## config.mk

```make
export PLATFORM = sky130hd
export DESIGN_NAME = keypad_scan_display_flat
export DESIGN_NICKNAME = d
export VERILOG_FILES = /design/src/rtl/keypad_scan_display_if.sv /design/src/rtl/keypad_scan_display.sv /design/src/flat_wrapper.sv
export SDC_FILE = /design/constraint.sdc
export NUM_CORES = 1
export LEC_CHECK = 0
export CAP_MARGIN = 10
export CORE_MARGIN = 3
export CORE_UTILIZATION = 45
export CTS_CLUSTER_SIZE = 24
export DETAILED_ROUTE_END_ITERATION = 10
export PLACE_DENSITY = 0.63
export SKIP_CTS_REPAIR_TIMING = 1
export SLEW_MARGIN = 20
export SYNTH_ARGS = -nofsm -noshare
export SYNTH_HDL_FRONTEND = slang
export SYNTH_SLANG_ARGS = --single-unit
```

## constraint.sdc

```tcl
create_clock -name clk -period 5.35 [get_ports clk]
set_input_delay 1.605 -clock clk [delete_from_list [all_inputs] [get_ports clk]]
set_output_delay 1.605 -clock clk [all_outputs]
set_load 0.03 [all_outputs]
```

## src/rtl/keypad_scan_display_if.sv

```systemverilog
// Signal bundle between the keypad/display pins and the keypad_scan_display scanner.
// valid_key has no ready: it is a one-cycle strobe that the consumer must take in that cycle; key and key_down are levels.
interface keypad_scan_display_if;
  logic [2:0] row;
  logic       display_enable;
  logic [2:0] column;
  logic [3:0] key;
  logic       valid_key;
  logic       key_down;
  logic [6:0] hex;
  logic [1:0] scan_state;

  modport master (
    output row, display_enable,
    input  column, key, valid_key, key_down, hex, scan_state
  );

  modport slave (
    input  row, display_enable,
    output column, key, valid_key, key_down, hex, scan_state
  );
endinterface

```

## src/rtl/keypad_scan_display.sv

```systemverilog
// 3x3 keypad matrix scanner with frame debouncing and a seven-segment echo of the accepted key.
// scan_state exposes the column-strobe FSM.
module keypad_scan_display #(
  parameter int SCAN_DIV = 50_000,
  parameter int DEBOUNCE = 2
) (
  input  logic clk,
  input  logic reset,
  keypad_scan_display_if.slave bus
);
  localparam int DW = $clog2(SCAN_DIV + 1);
  localparam int CW = $clog2(DEBOUNCE + 1);
  localparam logic [3:0] NO_KEY = 4'hF;

  typedef enum logic [1:0] {COL0, COL1, COL2} col_state_t;

  col_state_t    col_q, col_d;
  logic [DW-1:0] div_q;
  logic          tick;
  logic          frame_end;
  logic [8:0]    img_q, img_d;
  logic [3:0]    cand;
  logic [3:0]    prev_q;
  logic [CW-1:0] cnt_q, cnt_d;
  logic          accept;
  logic [3:0]    key_q;
  logic          valid_q;
  logic          down_q;

  assign tick      = (div_q == DW'(SCAN_DIV));
  assign frame_end = tick && (col_q == COL2);

  always_ff @(posedge clk) begin
    if (!reset) begin
      div_q <= '0;
      col_q <= COL0;
    end else begin
      div_q <= tick ? '0 : div_q + 1'b1;
      col_q <= col_d;
    end
  end

  always_comb begin
    col_d = col_q;
    if (tick) begin
      case (col_q)
        COL0:    col_d = COL1;
        COL1:    col_d = COL2;
        default: col_d = COL0;
      endcase
    end
  end

  // The strobed column's rows are captured at the tick that ends its settling period.
  always_comb begin
    img_d = img_q;
    if (tick) begin
      case (col_q)
        COL0: begin
          img_d[0] = ~bus.row[0];
          img_d[3] = ~bus.row[1];
          img_d[6] = ~bus.row[2];
        end
        COL1: begin
          img_d[1] = ~bus.row[0];
          img_d[4] = ~bus.row[1];
          img_d[7] = ~bus.row[2];
        end
        default: begin
          img_d[2] = ~bus.row[0];
          img_d[5] = ~bus.row[1];
          img_d[8] = ~bus.row[2];
        end
      endcase
    end
  end

  // Descending scan so the lowest pressed index is the one left standing.
  always_comb begin
    cand = NO_KEY;
    for (int i = 8; i >= 0; i--) begin
      if (img_d[i]) cand = 4'(i);
    end
  end

  always_comb begin
    if (cand == prev_q) cnt_d = (cnt_q < CW'(DEBOUNCE)) ? cnt_q + 1'b1 : cnt_q;
    else                cnt_d = CW'(1);
  end

  assign accept = (cnt_d == CW'(DEBOUNCE));

  always_ff @(posedge clk) begin
    if (!reset) begin
      img_q   <= '0;
      prev_q  <= NO_KEY;
      cnt_q   <= '0;
      key_q   <= '0;
      valid_q <= 1'b0;
      down_q  <= 1'b0;
    end else begin
      img_q   <= img_d;
      valid_q <= 1'b0;
      if (frame_end) begin
        prev_q <= cand;
        cnt_q  <= cnt_d;
        if (accept) begin
          // A held key blocks any other key until a stable empty frame run releases it.
          if (cand == NO_KEY) begin
            down_q <= 1'b0;
          end else if (!down_q) begin
            key_q   <= cand;
            valid_q <= 1'b1;
            down_q  <= 1'b1;
          end
        end
      end
    end
  end

  always_comb begin
    case (col_q)
      COL0:    bus.column = 3'b110;
      COL1:    bus.column = 3'b101;
      COL2:    bus.column = 3'b011;
      default: bus.column = 3'b110;
    endcase
  end

  always_comb begin
    bus.hex = 7'b1111111;
    if (bus.display_enable) begin
      case (key_q)
        4'd0:    bus.hex = 7'b1000000;
        4'd1:    bus.hex = 7'b1111001;
        4'd2:    bus.hex = 7'b0100100;
        4'd3:    bus.hex = 7'b0110000;
        4'd4:    bus.hex = 7'b0011001;
        4'd5:    bus.hex = 7'b0010010;
        4'd6:    bus.hex = 7'b0000010;
        4'd7:    bus.hex = 7'b1111000;
        4'd8:    bus.hex = 7'b0000000;
        4'd9:    bus.hex = 7'b0010000;
        default: bus.hex = 7'b1111111;
      endcase
    end
  end

  assign bus.key        = key_q;
  assign bus.valid_key  = valid_q;
  assign bus.key_down   = down_q;
  assign bus.scan_state = col_q;
endmodule

```

## src/flat_wrapper.sv

```systemverilog
// flat-port wrapper written by rule: the top's interface ports become plain ports
module keypad_scan_display_flat 
#(
  parameter int SCAN_DIV = 50_000,
  parameter int DEBOUNCE = 2
)
  (clk, reset, bus_row, bus_display_enable, bus_column, bus_key, bus_valid_key, bus_key_down, bus_hex, bus_scan_state);
  keypad_scan_display_if bus_i ();
  input  logic clk;
  input  logic reset;
  input wire logic [$bits(bus_i.row)-1:0] bus_row;
  input wire logic [$bits(bus_i.display_enable)-1:0] bus_display_enable;
  output wire logic [$bits(bus_i.column)-1:0] bus_column;
  output wire logic [$bits(bus_i.key)-1:0] bus_key;
  output wire logic [$bits(bus_i.valid_key)-1:0] bus_valid_key;
  output wire logic [$bits(bus_i.key_down)-1:0] bus_key_down;
  output wire logic [$bits(bus_i.hex)-1:0] bus_hex;
  output wire logic [$bits(bus_i.scan_state)-1:0] bus_scan_state;
  assign bus_i.row = bus_row;
  assign bus_i.display_enable = bus_display_enable;
  assign bus_column = bus_i.column;
  assign bus_key = bus_i.key;
  assign bus_valid_key = bus_i.valid_key;
  assign bus_key_down = bus_i.key_down;
  assign bus_hex = bus_i.hex;
  assign bus_scan_state = bus_i.scan_state;
  keypad_scan_display #(.SCAN_DIV(SCAN_DIV), .DEBOUNCE(DEBOUNCE)) u_core (.clk(clk), .reset(reset), .bus(bus_i));
endmodule
```

---- Word-level counts from Yosys, hierarchy flattened ----
Memories as Yosys holds them, arrays and structs flattened. A register that Yosys moved wholly into a read port is not among the register bits.
Cells that the tools add are included.
Widths: inputs -> output; s select.
storage, ports and cells
  output and inout port bits .............. 18
  logic and storage cells ................. 61
  memory bits (read-only) ................. 112
  bits in registers ....................... 39
  memories ................................ 1
  input port bits ......................... 6
memory list
  memory            depth  bits a word  read ports  clocked after memory_dff  write ports  line                        source
  (name not given)  16     7            1           1                         0            keypad_scan_display.sv:133  case (key_q)
operators by class
  multiplexer cells ....................... 28
  $add $sub $neg .......................... 2
  equality and inequality tests ........... 6
  bitwise logic cells ..................... 8
  reductions and logical operators ........ 7
  magnitude comparators ................... 1
operators by type and width
  operator               count
  $mux 4                 10
  $add 16x1->16 const B  1
  $eq 16x16->1 const B   1
  $mux 1                 11
  $mux 9                 1
  $not 1->1              8
  $mux 7                 1
  $pmux 3 s2             1
  $eq 2x2->1 const B     2
  $eq 4x4->1             1
  $eq 4x4->1 const B     1
  $mux 2                 2
  $pmux 2 s2             1
  $reduce_and 4->1       1
  $reduce_or 2->1        2
  $reduce_or 4->1        1
  $mux 3                 1
  $add 2x1->2 const B    1
  $eq 2x1->1 const B     1
  $logic_not 2->1        1
  $lt 2x2->1 const B     1
  $reduce_and 2->1       1
  $logic_and 1x1->1      1

---- Logic depth before layout (Yosys ltp) ----
  depth after elaboration ................. 19
  depth in mapped cells ................... 16
  mapped depth without buffers ............ 15

---- Least setup slack after synthesis ----
Ideal clock, no wire load.
  path kind ............................... input to register
  from .................................... input bus_row[1]
  to ...................................... register with a tool-made name
  setup slack ............................. 1.047 ns
  path buffers ............................ 0
  library setup time ...................... 0.126 ns
  stages on the path ...................... 11
  arrival ................................. 4.177 ns
  data required time ...................... 5.224 ns
  cells stage by stage .................... mux2i_1 a211o_1 nor4_4 mux2i_1 a2111oi_4 mux2_4 nor2_1 inv_1 ha_1 a21oi_1 a21oi_1
RTL lines
  element          line                source
  start, declared  flat_wrapper.sv:11  input wire logic [$bits(bus_i.row)-1:0] bus_row;

==> impl_results.md <==
* Register share of total power at between 50% and 60%
* Port Buffers at 23
* # setup viols final at 0
* Critical Path AT at just over 5 ns
* Layout area overhead at 15.2%
* Commonest non-fill, non-tap cell in the layout: dfxtp_1
* Total core area at approximately 0.0056 mm2
* Status: complete, no violations
* Cells after Synth at 317
* Slew margin rel. at a little under half
* IO Pins at 24
* Ant. Diodes at 0
* Die height at 82.7 um
* DIE AREA at approximately 0.0068 mm2
* Switch share at roughly a quarter
* Syn nets at about 340
* Initial Utilization at between 40% and 50%
* Vias per cell at 5.41
* Clock input transition at the sequential cells of the worst setup and hold paths at around 0.090 ns
* Clk pwr share at a little over a third
* Die width at ~83 um
* Total Neg Setup Slack at 0 ns
* Worst-case clock buffer depth at 2
* Hold Startpoint: u_core.div_q[0]
* Final worst slack at slightly below 0.5 ns
* Worst min path class: register to register
* Internal power at 450 uW
* Seq/Total Area, Yosys at 34.8%
* Core Rows at 27
* Routability cong. at between 0.9 and 1
* Crit-path max FO at 8
* Synth warnings at 0
* Antenna violations before repair at 0
* Largest net degree at the start of global routing at 18
* Worst Setup End Kind: register
* Post-synth EDFFs at 0
* DP HPWL at about 4.2 mm
* H-Tree Level Count at 2
* RSZ-0062 raised after global routing: false
* Routed WL per cell at 13.9 um
* Crit start category: primary input
* First-pass GRT wire length at 9.92 mm
* DR WL met3 at 236 um
* Remaining Overflow, GRT at 0
* Post-synth ARST share at 0%
* Syn Std Cell Area at about 0.0026 mm2
* GRT Total Usage at between 10% and 20%
* VDD IR-drop max at between 0.00009 and 0.0001 V
* CTS tree: yes
* CTS buffer count at 5
* Synthesized area per cell at 8.35 um2
* Synth Register Bits at 46
* Clock root buffer master: clkbuf_8
* WS Path Type: primary input to register
* DRT Pass-1 Iters at 4
* Routed Antenna Nets at 0
* Tcrit/Tclk final at slightly above 90%
* Worst endpoint required time at roughly 5.5 ns
* Clock Latency Late Sink at 0.30 ns
* Critical R2R Launch: u_core.bus.scan_state[0]
* Final hold violation count at 0
* Distinct cells, synth at a little over 60
* Max layer used: met4
* Pwr/cell area at 195 mW/mm2
* Clock sink total at 46
* Net Sw Power at around 150 uW
* Min Hold Slack at between 0.4 and 0.5 ns
* Max cap viols at 0
* Final wirelength at between 5 and 6 mm
* Slew Viols, Final at 0
* Most frequent cells in the layout: dfxtp_1 (46), nor2_1 (44), nand2_1 (31), clkdlybuf4s50_1 (23)
* Worst Setup SP: bus_row[2]
* Wire length on met1 at about 2.9 mm
* 1st-iter DRT viols at ~110
* DR DRC count at 0
* Nets at ~360
* Vias in the first global route at 2132
* Dpl ws at roughly 0.23 ns
* Comb power frac at between 5 and 6%
* Met2 wire len at approximately 2.6 mm
* Fill cells at roughly 560
* Main synth FF type: dfxtp_1
* Pleak at between 1 and 1.5 nW
* Post-layout min period at between 4 and 5 ns
* Actual slew at the worst max-slew pin at a little under 0.8 ns
* Layout cells sized above 1 at roughly 7.8%
* Via count at around 2300
* Max Freq at a little over 200 MHz
* Clock skew at ~0.0057 ns
## per-layer routing
metal	track usage (%)	vias up
met1	25.4	1033
met4	4.90	0
met3	3.90	4
met2	30.3	49
met5	0	-
li1	-	1164
## synth_stat cells, drive strengths merged (5+ instances only)
library cell,count,area (um2)
dfxtp,46,921
nor2,44,165
nand2,32,123
inv,19,71.3
a21oi,18,90.1
ha,14,175
nand2b,12,75.1
nand3,11,55.1
o21ai,11,58.8
xor2,9,78.8
nor3,7,35.0
and2,6,37.5
a211o,5,43.8
and3,5,31.3
clkbuf,5,18.8
mux2i,5,50.1
o211ai,5,37.5
## per-stage QoR
step / total power, mW / std cells / utilization (%) / cell area, um2
global route: 0.623 / 416 / 54.4 / 3050
global placement: 0.388 / 408 / 52.8 / 2960
CTS: 0.604 / 416 / 54.4 / 3050
finish: 0.595 / 416 / 54.4 / 3050
detailed placement: 0.388 / 408 / 52.8 / 2960
floorplan: 0.372 / 317 / - / 2650
## path summary, 6_finish.rpt
check | to | slack [ns] | cells after the start
max | register | 0.50 | 14
min | u_core.div_q[0] | 0.48 | 1
max reg2reg | register | 1.06 | 15
min reg2reg | u_core.div_q[0] | 0.48 | 1
## cell type report
cell class	count	area [um2]	share of cell area (%)
multi-input combinational	244	1620	53.1
sequential	46	921	30.2
timing repair buffer	27	260	8.54
tap	72	90.1	2.95
clock buffer	6	72.6	2.38
inverter	19	71.3	2.34
clock inverter	2	13.8	0.451
## worst max-delay path, stage by stage
cell             delay (ns)
clkdlybuf4s50_1        0.62
nor3_1                 0.09
a311oi_1               0.26
nor2_1                 0.06
o32ai_1                0.31
o211ai_1               0.15
a211oi_1               0.59
a2111oi_4              0.13
mux2_4                 0.35
nor2_1                 0.24
inv_1                  0.14
ha_1                   0.22
a21oi_1                0.17
a21oi_1                0.10
## cell families after synthesis
kind of cell | Yosys count | synth area share, %
fa+ha+maj | 14 | 6.62
xor+xnor | 13 | 4.30
compound gates | 64 | 17.4
flops | 46 | 34.8
mux | 8 | 3.45
buf+inv | 27 | 3.97
simple gates | 145 | 29.5
## power by group through the flow
stage	clock network (mW)	logic [mW]	registers [mW]
2_1_floorplan	0	0.0187	0.354
3_3_place_gp	0	0.0336	0.354
3_5_place_dp	0	0.0337	0.354
4_1_cts	0.224	0.0338	0.346
5_1_grt	0.239	0.0370	0.347
6_report	0.216	0.0335	0.346
No activity file was read; power rests on OpenSTA's default activity.
